**config.mk**
```make
export PLATFORM = sky130hd
export DESIGN_NAME = stream_demux_flat
export DESIGN_NICKNAME = d
export VERILOG_FILES = /design/src/rtl/stream_demux_pkg.sv /design/src/rtl/stream_demux_if.sv /design/src/rtl/stream_demux_fifo.sv /design/src/rtl/stream_demux.sv /design/src/flat_wrapper.sv
export SDC_FILE = /design/constraint.sdc
export NUM_CORES = 1
export LEC_CHECK = 0
export CAP_MARGIN = 25
export CORE_ASPECT_RATIO = 0.7
export CORE_MARGIN = 3
export CORE_UTILIZATION = 35
export CTS_CLUSTER_DIAMETER = 100
export DETAILED_ROUTE_END_ITERATION = 8
export SLEW_MARGIN = 40
export SYNTH_ARGS = -nofsm -noshare
export SYNTH_HDL_FRONTEND = slang
export SYNTH_HIERARCHICAL = 1
export SYNTH_SLANG_ARGS = --single-unit
```
**constraint.sdc**
```tcl
create_clock -name clk -period 7.4 [get_ports clk]
set_clock_uncertainty 0.15 [all_clocks]
set_input_delay 1.48 -clock clk [delete_from_list [all_inputs] [get_ports clk]]
set_output_delay 1.48 -clock clk [all_outputs]
set_load 0.02 [all_outputs]
```
**src/rtl/stream_demux_pkg.sv**
```systemverilog
// Shared route constants for the 1-to-2 stream demultiplexer.
package stream_demux_pkg;

    localparam logic SEL_A = 1'b0;
    localparam logic SEL_B = 1'b1;

endpackage

```
**src/rtl/stream_demux_if.sv**
```systemverilog
// Handshake bundle for stream_demux: one select-tagged input stream and two output streams.
interface stream_demux_if #(
    parameter int WIDTH = 8
);

    logic [WIDTH-1:0] in_data;
    logic             in_sel;
    logic             in_valid;
    logic             in_ready;

    logic [WIDTH-1:0] a_data;
    logic             a_valid;
    logic             a_ready;

    logic [WIDTH-1:0] b_data;
    logic             b_valid;
    logic             b_ready;

    // Producer/consumer side: drives the input stream and the output ready lines.
    modport master (
        output in_data, in_sel, in_valid, a_ready, b_ready,
        input  in_ready, a_data, a_valid, b_data, b_valid
    );

    modport slave (
        input  in_data, in_sel, in_valid, a_ready, b_ready,
        output in_ready, a_data, a_valid, b_data, b_valid
    );

endinterface

```
**src/rtl/stream_demux_fifo.sv**
```systemverilog
// Small synchronous FIFO (power-of-2 depth) used as the per-output buffer of stream_demux.
module demux_fifo #(
    parameter int WIDTH = 8,
    parameter int DEPTH = 2
) (
    input  logic             clk,
    input  logic             rst,
    input  logic             push,
    input  logic [WIDTH-1:0] push_data,
    input  logic             pop,
    output logic             full,
    output logic             empty,
    output logic [WIDTH-1:0] head
);

    localparam int PTR_W = $clog2(DEPTH);
    localparam logic [PTR_W:0]   CNT_FULL = (PTR_W + 1)'(DEPTH);
    localparam logic [PTR_W:0]   CNT_ONE  = (PTR_W + 1)'(1);
    localparam logic [PTR_W-1:0] PTR_ONE  = PTR_W'(1);

    logic [WIDTH-1:0] mem_q [DEPTH];
    logic [WIDTH-1:0] mem_d [DEPTH];
    logic [PTR_W-1:0] wr_ptr_q, wr_ptr_d;
    logic [PTR_W-1:0] rd_ptr_q, rd_ptr_d;
    logic [PTR_W:0]   count_q,  count_d;
    logic             push_ok;
    logic             pop_ok;

    assign full  = (count_q == CNT_FULL);
    assign empty = (count_q == '0);
    assign head  = mem_q[rd_ptr_q];

    always_comb begin
        // NOTE: every comb output gets a default first so no path leaves it unassigned (no latch).
        mem_d    = mem_q;
        wr_ptr_d = wr_ptr_q;
        rd_ptr_d = rd_ptr_q;
        count_d  = count_q;

        // A full FIFO never takes a push, even if it is popping in the same cycle.
        push_ok = push & ~full;
        pop_ok  = pop & ~empty;

        if (push_ok) begin
            mem_d[wr_ptr_q] = push_data;
            wr_ptr_d        = wr_ptr_q + PTR_ONE;
        end
        if (pop_ok) begin
            rd_ptr_d = rd_ptr_q + PTR_ONE;
        end

        unique case ({push_ok, pop_ok})
            2'b10:   count_d = count_q + CNT_ONE;
            2'b01:   count_d = count_q - CNT_ONE;
            default: count_d = count_q;
        endcase
    end

    always_ff @(posedge clk) begin
        // NOTE: state is updated with <= only; the comb block above uses = for its temporaries.
        if (rst) begin
            wr_ptr_q <= '0;
            rd_ptr_q <= '0;
            count_q  <= '0;
            // NOTE: the storage is reset too, because the head word is the visible x_data and must read 0 after reset.
            for (int i = 0; i < DEPTH; i++) begin
                mem_q[i] <= '0;
            end
        end else begin
            wr_ptr_q <= wr_ptr_d;
            rd_ptr_q <= rd_ptr_d;
            count_q  <= count_d;
            mem_q    <= mem_d;
        end
    end

endmodule

```
**src/rtl/stream_demux.sv**
```systemverilog
// Registered 1-to-2 stream demultiplexer: routes each input word to output A or B by in_sel,
// with an independent FIFO per output and per-output accepted-word counters.
module stream_demux
    import stream_demux_pkg::*;
#(
    parameter int WIDTH = 8,
    parameter int DEPTH = 2,
    parameter int CNT_W = 8
) (
    input  logic             clk,
    input  logic             rst,
    stream_demux_if.slave    bus,
    output logic [CNT_W-1:0] cnt_a,
    output logic [CNT_W-1:0] cnt_b
);

    localparam logic [CNT_W-1:0] CNT_STEP = CNT_W'(1);

    logic             a_full, a_empty;
    logic             b_full, b_empty;
    logic [WIDTH-1:0] a_head, b_head;
    logic             sel_full;
    logic             in_ready;
    logic             accept;
    logic             push_a, push_b;
    logic             pop_a,  pop_b;

    logic [CNT_W-1:0] cnt_a_q, cnt_a_d;
    logic [CNT_W-1:0] cnt_b_q, cnt_b_d;

    always_comb begin
        sel_full = (bus.in_sel == SEL_B) ? b_full : a_full;
        in_ready = ~rst & ~sel_full;
        accept   = bus.in_valid & in_ready;
        push_a   = accept & (bus.in_sel == SEL_A);
        push_b   = accept & (bus.in_sel == SEL_B);
        pop_a    = ~a_empty & bus.a_ready;
        pop_b    = ~b_empty & bus.b_ready;

        // Counters wrap silently at 2**CNT_W.
        cnt_a_d = push_a ? cnt_a_q + CNT_STEP : cnt_a_q;
        cnt_b_d = push_b ? cnt_b_q + CNT_STEP : cnt_b_q;
    end

    always_ff @(posedge clk) begin
        if (rst) begin
            cnt_a_q <= '0;
            cnt_b_q <= '0;
        end else begin
            cnt_a_q <= cnt_a_d;
            cnt_b_q <= cnt_b_d;
        end
    end

    demux_fifo #(
        .WIDTH (WIDTH),
        .DEPTH (DEPTH)
    ) u_fifo_a (
        .clk       (clk),
        .rst       (rst),
        .push      (push_a),
        .push_data (bus.in_data),
        .pop       (pop_a),
        .full      (a_full),
        .empty     (a_empty),
        .head      (a_head)
    );

    demux_fifo #(
        .WIDTH (WIDTH),
        .DEPTH (DEPTH)
    ) u_fifo_b (
        .clk       (clk),
        .rst       (rst),
        .push      (push_b),
        .push_data (bus.in_data),
        .pop       (pop_b),
        .full      (b_full),
        .empty     (b_empty),
        .head      (b_head)
    );

    assign bus.in_ready = in_ready;
    assign bus.a_data   = a_head;
    assign bus.a_valid  = ~a_empty;
    assign bus.b_data   = b_head;
    assign bus.b_valid  = ~b_empty;
    assign cnt_a        = cnt_a_q;
    assign cnt_b        = cnt_b_q;

endmodule

```
**src/flat_wrapper.sv**
```systemverilog
// flat-port wrapper written by rule: the top's interface ports become plain ports
module stream_demux_flat import stream_demux_pkg::*;
#(
    parameter int WIDTH = 8,
    parameter int DEPTH = 2,
    parameter int CNT_W = 8
)
  (clk, rst, cnt_a, cnt_b, bus_in_data, bus_in_sel, bus_in_valid, bus_a_ready, bus_b_ready, bus_in_ready, bus_a_data, bus_a_valid, bus_b_data, bus_b_valid);
  stream_demux_if #(.WIDTH(WIDTH)) bus_i ();
  input  logic clk;
  input  logic rst;
  output logic [CNT_W-1:0] cnt_a;
  output logic [CNT_W-1:0] cnt_b;
  input wire logic [$bits(bus_i.in_data)-1:0] bus_in_data;
  input wire logic [$bits(bus_i.in_sel)-1:0] bus_in_sel;
  input wire logic [$bits(bus_i.in_valid)-1:0] bus_in_valid;
  input wire logic [$bits(bus_i.a_ready)-1:0] bus_a_ready;
  input wire logic [$bits(bus_i.b_ready)-1:0] bus_b_ready;
  output wire logic [$bits(bus_i.in_ready)-1:0] bus_in_ready;
  output wire logic [$bits(bus_i.a_data)-1:0] bus_a_data;
  output wire logic [$bits(bus_i.a_valid)-1:0] bus_a_valid;
  output wire logic [$bits(bus_i.b_data)-1:0] bus_b_data;
  output wire logic [$bits(bus_i.b_valid)-1:0] bus_b_valid;
  assign bus_i.in_data = bus_in_data;
  assign bus_i.in_sel = bus_in_sel;
  assign bus_i.in_valid = bus_in_valid;
  assign bus_i.a_ready = bus_a_ready;
  assign bus_i.b_ready = bus_b_ready;
  assign bus_in_ready = bus_i.in_ready;
  assign bus_a_data = bus_i.a_data;
  assign bus_a_valid = bus_i.a_valid;
  assign bus_b_data = bus_i.b_data;
  assign bus_b_valid = bus_i.b_valid;
  stream_demux #(.WIDTH(WIDTH), .DEPTH(DEPTH), .CNT_W(CNT_W)) u_core (.clk(clk), .rst(rst), .bus(bus_i), .cnt_a(cnt_a), .cnt_b(cnt_b));
endmodule
```
# Word-level counts from Yosys, hierarchy flattened
# Cells that the tools add are included.
[word_totals] reg_bits=56 inputBits=14 output_inout_bits=35 wordCells=76
[classes] n_addsub=10 magnitude_cmp=6 eq_ne=6 n_mux=15 bitwise=21 n_reduce_logical=6
[ops] operator="$mux W8" n=8
[ops] operator="$bwmux W16" n=2
[ops] operator="$add A8 B1 Y8 const B" n=2
[ops] operator="$demux W8 S1" n=2
[ops] operator="$and A1 B1 Y1" n=10
[ops] operator="$eq A2 B2 Y1 const B" n=4
[ops] operator="$ge A2 B2 Y1 const B" n=4
[ops] operator="$not A1 Y2" n=4
[ops] operator="$pmux W2 S2" n=2
[ops] operator="$not A1 Y1" n=7
[ops] operator="$add A1 B1 Y1 const B" n=4
[ops] operator="$add A2 B1 Y2 const B" n=2
[ops] operator="$eq A2 B1 Y1 const B" n=2
[ops] operator="$logic_not A2 Y1" n=2
[ops] operator="$lt A2 B1 Y1 const B" n=2
[ops] operator="$reduce_bool A2 Y1" n=2
[ops] operator="$sub A2 B1 Y2 const B" n=2
[ops] operator="$logic_and A1 B1 Y1" n=2
[ops] operator="$mux W1" n=1

# Longest topological paths before layout
# Gate-level depths: netlist of run 1.
[depth] ltp_word=9 mapped_depth=10 ltp_nobuf=9

# By module
# Netlist of run 1, hierarchy kept.
[modules_own_cells] module="demux_fifo (u_core.u_fifo_b)" instances=1 cells_each=101 area_each_um2=955.9 seq_area_each_um2=400.4
[modules_own_cells] module="demux_fifo (u_core.u_fifo_a)" instances=1 cells_each=101 area_each_um2=954.7 seq_area_each_um2=400.4
[modules_own_cells] module="stream_demux" instances=1 cells_each=90 area_each_um2=790.8 seq_area_each_um2=320.3

# Worst setup path before layout of run 1
# OpenSTA, ideal clock, no wires.
[synth_path] kind="input port to output port" start="in bus_in_sel" end="out bus_in_ready" t_arrival_ns=2.285 required_time_ns=5.770 slack_ns=3.485 cell_stages=3 n_path_buf=1 path_cell_list="mux2_2 > clkbuf_1 > nor2_1"
[synth_via] elab_chain_cells=3
[synth_lines] item="from (decl)" line_no="flat_wrapper.sv:15" text="input wire logic [$bits(bus_i.in_sel)-1:0] bus_in_sel;"
[synth_lines] item="$mux W1" line_no="stream_demux.sv:32" text="sel_full = (bus.in_sel == SEL_B) ? b_full : a_full;"
[synth_lines] item="$not A1 Y1" line_no="stream_demux.sv:33" text="in_ready = ~rst & ~sel_full;"
[synth_lines] item="$and A1 B1 Y1" line_no="stream_demux.sv:33"
[synth_lines] item="to (decl)" line_no="flat_wrapper.sv:19" text="output wire logic [$bits(bus_i.in_ready)-1:0] bus_in_ready;"
# No other way between the ends.

# Worst setup path in the final report of run 1
# Ends and elaborated chain as after synthesis.

==> impl_metrics.env, run 1 <==
export IMPL_io_pins=49
export IMPL_ys_warnings_count=6
export IMPL_ant_nets=0
export IMPL_ff2ff_path_depth=8
export IMPL_synth_nets=310
export IMPL_fin_nets=354
export IMPL_cp_start_kind="input pin"
export IMPL_synth_seq_area_share_pct=41.5
export IMPL_numCtsBuffers=5
export IMPL_clkLatencyLatePin_ns=0.30
export IMPL_worst_r2r_endpoint="u_core/u_fifo_a/count_q[1]"
export IMPL_coreArea_sq_mm=0.00738
export IMPL_die_h_microns=79.5
export IMPL_antennaDiodeCount=0
export IMPL_cts_root_buffer="clkbuf_8"
export IMPL_dieArea_sq_mm=0.00883
export IMPL_drive_gt1_share_pct=9.50
export IMPL_wire_per_inst_microns=13.8
export IMPL_grt_pass1_vias=2163
export IMPL_multi_input_area_sq_mm=0.00148
export IMPL_drt_iter0_markers=111
export IMPL_hold_path_class="reg -> reg"
export IMPL_ys_seq_elements=56
export IMPL_finalCriticalPeriod_ns=4.89
export IMPL_powerDensity_mw_per_mm2=163
export IMPL_outcome="complete, no violations"
export IMPL_dr_pass1_iters=4
export IMPL_placementRows=26
export IMPL_worst_path_max_fanout=12
export IMPL_final_util_pct=45.2
export IMPL_maxSlewHeadroom_pct=56.7
export IMPL_cp_arrival_ns=3.26
export IMPL_min_path_cells=2
export IMPL_critPathRequiredTime_ns=5.77
export IMPL_detail_route_vias_per_cell=5.01
export IMPL_overflow=0
export IMPL_finalSetupViolCount=0
export IMPL_post_cts_resized=0
export IMPL_clk_pin_slew_ns=0.09
export IMPL_grtUsageTotal_pct=13.9
export IMPL_critPathKind="in -> out"
export IMPL_p_leak_nw=1.21
export IMPL_routabilityCongestion=0.859
export IMPL_rsz0062_at_grt="false"
export IMPL_critPathCaptureType="primary output"
export IMPL_die_w_microns=111
export IMPL_postSynthCellCount=292
export IMPL_n_fill_cell=732
export IMPL_r2r_start="u_core/u_fifo_a/count_q[0]"
export IMPL_clockBufferDepth=2
export IMPL_seq_area_sq_mm=0.00112
export IMPL_maxCapViolations=0
export IMPL_hold_violations=0
export IMPL_vias=2179
export IMPL_synth_area_sq_mm=0.00270
export IMPL_areaGrowthSynthToFinish_pct=23.5
export IMPL_numPortBuffers=48
export IMPL_start_util_pct=36.6
export IMPL_cts_tree="done"
export IMPL_fin_setup_tns_ns=0
export IMPL_grt_max_degree=76
export IMPL_finalPower_mw=0.545
export IMPL_cts_htree_levels=2
export IMPL_cts_setup_buffers=0
export IMPL_yosysUniqueCellTypes=35
export IMPL_vdd_ir_drop_max_mv=0.0737
export IMPL_grt_pass1_wl_microns=10200
export IMPL_hold_buffers=0
export IMPL_dp_final_hpwl_microns=4200
export IMPL_drt_total_wl_microns=5990
export IMPL_cts_sinks=56
export IMPL_min_from="u_core/u_fifo_b/mem_q[1]"
export IMPL_whs_endpoint="u_core/u_fifo_b/mem_q[1]"
export IMPL_reg2reg_slack_ns=4.64
export IMPL_antenna_found_initial=0
export IMPL_fin_crit_sh_pct=66.1
export IMPL_syn_avg_cell_area_sq_um=9.25
export IMPL_slew_violations=0
export IMPL_drc=0
export IMPL_timing_fmax_ghz=0.205
export IMPL_tightest_slew_ns=0.650
[through the flow]
stage | area [sq um] | cells | worst slack (ns) | hold WS [ns]
floorplan | 2700 | 292 | 3.48 | 0.296
finish | 3340 | 435 | 2.51 | 0.326
CTS | 3340 | 435 | 2.50 | 0.334
detailed placement | 3250 | 427 | 2.51 | 0.318
global placement | 3250 | 427 | 2.53 | 0.308
global route | 3340 | 435 | 2.44 | 0.353
[worst max path at each step]
stage / startpoint / end / slack [ns] / cells past startpoint
floorplan: bus_in_sel / bus_in_ready / 3.48 / 3
global placement: bus_in_sel / bus_in_ready / 2.53 / 4
detailed placement: bus_in_sel / bus_in_ready / 2.51 / 4
CTS: bus_in_sel / bus_in_ready / 2.50 / 4
global route: bus_in_sel / bus_in_ready / 2.44 / 4
finish: bus_in_sel / bus_in_ready / 2.51 / 4
[cells by family after synthesis]
logic type / after synthesis / share of synthesized area, %
buffers and inverters: 22 / 3.66
and+or+nand+nor: 103 / 23.3
DFF: 56 / 41.5
muxes: 34 / 13.4
xor gates and xnor gates: 8 / 2.59
adders and majority gates: 4 / 1.85
AOI/OAI and AO/OA: 65 / 13.6
[state kept, by name, indices dropped and copies added (netlist names)]
register                  flops
u_core/cnt_a                  8
u_core/u_fifo_a/mem_q        16
u_core/u_fifo_b/mem_q        16
u_core/cnt_b                  8
u_core/u_fifo_a/count_q       2
u_core/u_fifo_a/wr_ptr_q      1
u_core/u_fifo_b/wr_ptr_q      1
u_core/u_fifo_b/rd_ptr_q      1
u_core/u_fifo_a/rd_ptr_q      1
u_core/u_fifo_b/count_q       2
[final cells by class]
class	count	area share (%)
Clock buffer	8	2.70
Inverter	10	1.13
Multi-Input combinational cell	214	44.4
Sequential cell	56	33.6
Tap cell	98	3.68
Timing Repair Buffer	49	14.5
[Yosys cell counts]
library cell | instances | share of area (%)
nand2_1 | 10 | 1.4
ha_1 | 4 | 1.9
or4_1 | 5 | 1.4
buf_6 | 1 | 0.42
inv_1 | 8 | 1.1
buf_4 | 1 | 0.28
or4b_1 | 1 | 0.37
nand4b_1 | 2 | 0.65
or3_1 | 5 | 1.2
o21a_2 | 1 | 0.32
inv_2 | 2 | 0.28
xnor2_1 | 6 | 1.9
o41ai_1 | 3 | 0.97
mux2i_1 | 16 | 5.9
nor2b_1 | 19 | 4.4
xor2_1 | 2 | 0.65
a21oi_1 | 13 | 2.4
o21ai_0 | 22 | 4.1
and3_1 | 2 | 0.46
nand2b_1 | 38 | 8.8
buf_2 | 4 | 0.74
nand4_1 | 4 | 0.93
nand3_2 | 1 | 0.37
mux2_2 | 18 | 7.5
o311ai_0 | 4 | 1.3
nand2b_4 | 2 | 1.0
nor4_1 | 1 | 0.23
dfxtp_1 | 56 | 42
o31ai_1 | 4 | 1.1
nand3_1 | 2 | 0.37
o21ai_1 | 17 | 3.1
nor2_1 | 10 | 1.4
nand4bb_1 | 1 | 0.42
clkbuf_1 | 6 | 0.83
o21a_1 | 1 | 0.28
[placed cells by master, fill, tap and decap left out, types with 2 or more instances in the layout]
master,Yosys,routed
nor2_1,10,10
nand2b_4,2,2
or3_1,5,5
nand2b_1,38,38
o31ai_1,4,4
inv_1,8,8
clkdlybuf4s50_1,0,47
o21ai_0,22,22
xor2_1,2,2
ha_1,4,4
mux2i_1,16,16
mux2_2,18,18
clkbuf_8,0,6
o21ai_1,17,17
nand4b_1,2,2
nand4_1,4,4
clkbuf_1,6,2
a21oi_1,13,13
o41ai_1,3,3
or4_1,5,5
inv_2,2,2
and3_1,2,2
o311ai_0,4,4
xnor2_1,6,6
nand2_1,10,10
dfxtp_1,56,56
nor2b_1,19,19
nand3_1,2,2
[per-layer routing]
layer	routed length [microns]	global-route usage (%)	up-vias
li1	-	-	1111
met1	3100	19.6	1011
met2	2490	21.0	47
met3	338	3.94	10
met4	57	3.69	0
met5	0	0	-
[where the power goes]
part           internal [mW]  leakage [nW]  switching [mW]
sequential             0.307         0.453         0.00510
clock                 0.0767        0.0455          0.0964
combinational         0.0291         0.707          0.0303
total                  0.413          1.21           0.132
[worst max-delay path, stage by stage]
cell	delay, ns
clkdlybuf4s50_1	0.59
mux2_2	0.46
nor2_1	0.11
clkdlybuf4s50_1	0.62
Power figures use the tool's default switching activity.
==> run 2: changes to the inputs <==
==> constraint.sdc (replaced) <==
create_clock -name clk -period 4.3 [get_ports clk]
set_clock_uncertainty 0.15 [all_clocks]
set_input_delay 0.86 -clock clk [delete_from_list [all_inputs] [get_ports clk]]
set_output_delay 0.86 -clock clk [all_outputs]
set_load 0.02 [all_outputs]
==> run 2 against run 1 <==
Critical path depth unchanged. Highest routed layer unchanged. Clock power increased by 71%. Sequential cell count unchanged. Sequential power increased by 72%. Largest power group unchanged. Critical path type unchanged.
==> impl_metrics.env, run 2 (synthesis gave the netlist of run 1 again) <==
export IMPL_grtUsageTotal_pct=13.6
export IMPL_cts_setup_buffers=0
export IMPL_n_fill_cell=717
export IMPL_ant_nets=0
export IMPL_vdd_ir_drop_max_mv=0.141
export IMPL_powerDensity_mw_per_mm2=281
export IMPL_finalSetupViolCount=0
export IMPL_clk_pin_slew_ns=0.09
export IMPL_detail_route_vias_per_cell=5.07
export IMPL_numPortBuffers=48
export IMPL_maxCapViolations=0
export IMPL_grt_max_degree=67
export IMPL_timing_fmax_ghz=0.273
export IMPL_grt_pass1_vias=2120
export IMPL_crit_chain="clkdlybuf4s50_1 > mux2_2 > nor2_1 > clkdlybuf4s50_1"
export IMPL_reg2reg_slack_ns=1.57
export IMPL_placed_area_sq_mm=0.00325
export IMPL_critPathKind="in -> out"
export IMPL_fin_nets=354
export IMPL_rsz0062_at_grt="false"
export IMPL_largestRegisters="u_core/u_fifo_a/mem_q: 16 flops, u_core/u_fifo_b/mem_q: 16 flops"
export IMPL_hold_path_class="reg -> reg"
export IMPL_hold_buffers=0
export IMPL_cts_sinks=56
export IMPL_vias=2204
export IMPL_routabilityCongestion=0.805
export IMPL_dr_pass1_iters=4
export IMPL_drt_iter0_markers=103
export IMPL_slew_violations=0
export IMPL_placementRows=26
export IMPL_critPathCaptureType="primary output"
export IMPL_slowest_delay_ns=0.61
export IMPL_worst_r2r_endpoint="u_core/u_fifo_a/count_q[1]"
export IMPL_worst_path_max_fanout=12
export IMPL_post_cts_resized=0
export IMPL_drc=0
export IMPL_clockBufferDepth=2
export IMPL_maxSlewHeadroom_pct=62.9
export IMPL_dieArea_sq_mm=0.00883
export IMPL_grt_pass1_wl_microns=9860
export IMPL_start_util_pct=36.6
export IMPL_hold_violations=0
export IMPL_drt_total_wl_microns=5940
export IMPL_cp_start_kind="input pin"
export IMPL_dp_final_hpwl_microns=4260
export IMPL_die_w_microns=111
export IMPL_antennaDiodeCount=0
export IMPL_tightest_slew_ns=0.557
export IMPL_io_pins=49
export IMPL_cts_htree_levels=2
export IMPL_die_h_microns=79.5
export IMPL_finalCriticalPeriod_ns=3.67
export IMPL_seq_area_sq_mm=0.00112
export IMPL_overflow=0
export IMPL_cts_tree="done"
export IMPL_cp_common_cell="clkdlybuf4s50_1"
export IMPL_mostFrequentLayoutCells="56 x dfxtp_1, 47 x clkdlybuf4s50_1, 38 x nand2b_1, 22 x o21ai_0, 19 x nor2b_1"
export IMPL_r2r_start="u_core/u_fifo_a/count_q[0]"
export IMPL_clkLatencyLatePin_ns=0.30
export IMPL_multi_input_area_sq_mm=0.00148
export IMPL_areaGrowthSynthToFinish_pct=23.5
export IMPL_crit_slowest_cell="clkdlybuf4s50_1"
export IMPL_ff2ff_path_depth=8
export IMPL_startpoint="bus_in_sel"
export IMPL_p_leak_nw=1.21
export IMPL_drive_gt1_share_pct=9.50
export IMPL_antenna_found_initial=0
export IMPL_final_common_cell="dfxtp_1"
export IMPL_cts_root_buffer="clkbuf_8"
export IMPL_outcome="complete, no violations"
export IMPL_cp_arrival_ns=2.66
export IMPL_critPathRequiredTime_ns=3.29
export IMPL_coreArea_sq_mm=0.00738
export IMPL_crit_end="bus_in_ready"
export IMPL_numCtsBuffers=5
export IMPL_fin_setup_tns_ns=0
export IMPL_wire_per_inst_microns=13.7
export IMPL_fin_crit_sh_pct=85.2
export IMPL_fin_area_sq_mm=0.00334
-- run 2: cell counts in the layout (fill, tap and decap cells not counted) --
No cell type changed its count.
-- run 2: through the flow --
step	instances	hold slack, ns	total power [mW]	utilization [%]	setup WS, ns
2_1_floorplan	292	0.296	0.608	-	1.54
3_3_place_gp	427	0.309	0.652	44.0	0.683
3_5_place_dp	427	0.317	0.653	44.0	0.640
4_1_cts	435	0.333	0.951	45.2	0.636
5_1_grt	435	0.349	0.983	45.2	0.566
6_report	435	0.329	0.936	45.2	0.635
-- run 2: metal layers --
layer  part of all wire (%)  global-route usage (%)  vias up
met4                    1.2                    4.06        0
li1                       -                       -     1113
met2                     43                    21.0       58
met1                     50                    18.7     1023
met5                      0                       0        -
met3                    5.8                    3.56       10
-- run 2: worst max-delay path: cells and delay by family --
| family | cells | cell delay [ns] |
|---|---|---|
| buffers and inverters | 2 | 1.21 |
| muxes | 1 | 0.46 |
| and+or+nand+nor | 1 | 0.12 |
-- run 2: how the worst min path moves through the flow --
| stage | from | end | slack, ns | cells after the start |
|---|---|---|---|---|
| after floorplan | u_core/u_fifo_a/mem_q[0] | u_core/u_fifo_a/mem_q[0] | 0.30 | 2 |
| after global placement | u_core/u_fifo_a/mem_q[4] | u_core/u_fifo_a/mem_q[4] | 0.31 | 2 |
| after detailed placement | u_core/u_fifo_b/mem_q[2] | u_core/u_fifo_b/mem_q[2] | 0.32 | 2 |
| after CTS | u_core/u_fifo_a/mem_q[3] | u_core/u_fifo_a/mem_q[3] | 0.33 | 2 |
| after global routing | u_core/u_fifo_a/mem_q[3] | u_core/u_fifo_a/mem_q[3] | 0.35 | 2 |
| final | u_core/u_fifo_a/mem_q[3] | u_core/u_fifo_a/mem_q[3] | 0.33 | 2 |
-- run 2: area by class of cell --
type / count / area share, %
multi-input cells: 214 / 44.4
flip-flops and latches: 56 / 33.6
repair buffers: 49 / 14.5
well taps: 98 / 3.68
clock buffers: 8 / 2.70
inverters: 10 / 1.13
-- run 2: power by group --
group,switching (mW),internal [mW],total (mW)
sequential,0.00857,0.529,0.537
clock,0.164,0.132,0.296
combinational,0.0525,0.0501,0.103
==> run 3: changes to the inputs <==
--- a/config.mk
+++ b/config.mk
@@ -9,7 +9,7 @@
 export CORE_ASPECT_RATIO = 0.7
 export CORE_MARGIN = 3
 export CORE_UTILIZATION = 35
-export CTS_CLUSTER_DIAMETER = 100
+export CTS_CLUSTER_DIAMETER = 200
 export DETAILED_ROUTE_END_ITERATION = 8
 export SLEW_MARGIN = 40
 export SYNTH_ARGS = -nofsm -noshare
==> results of run 3 <==
No change in the layout: final DEF, timing and power equal those of run 2.
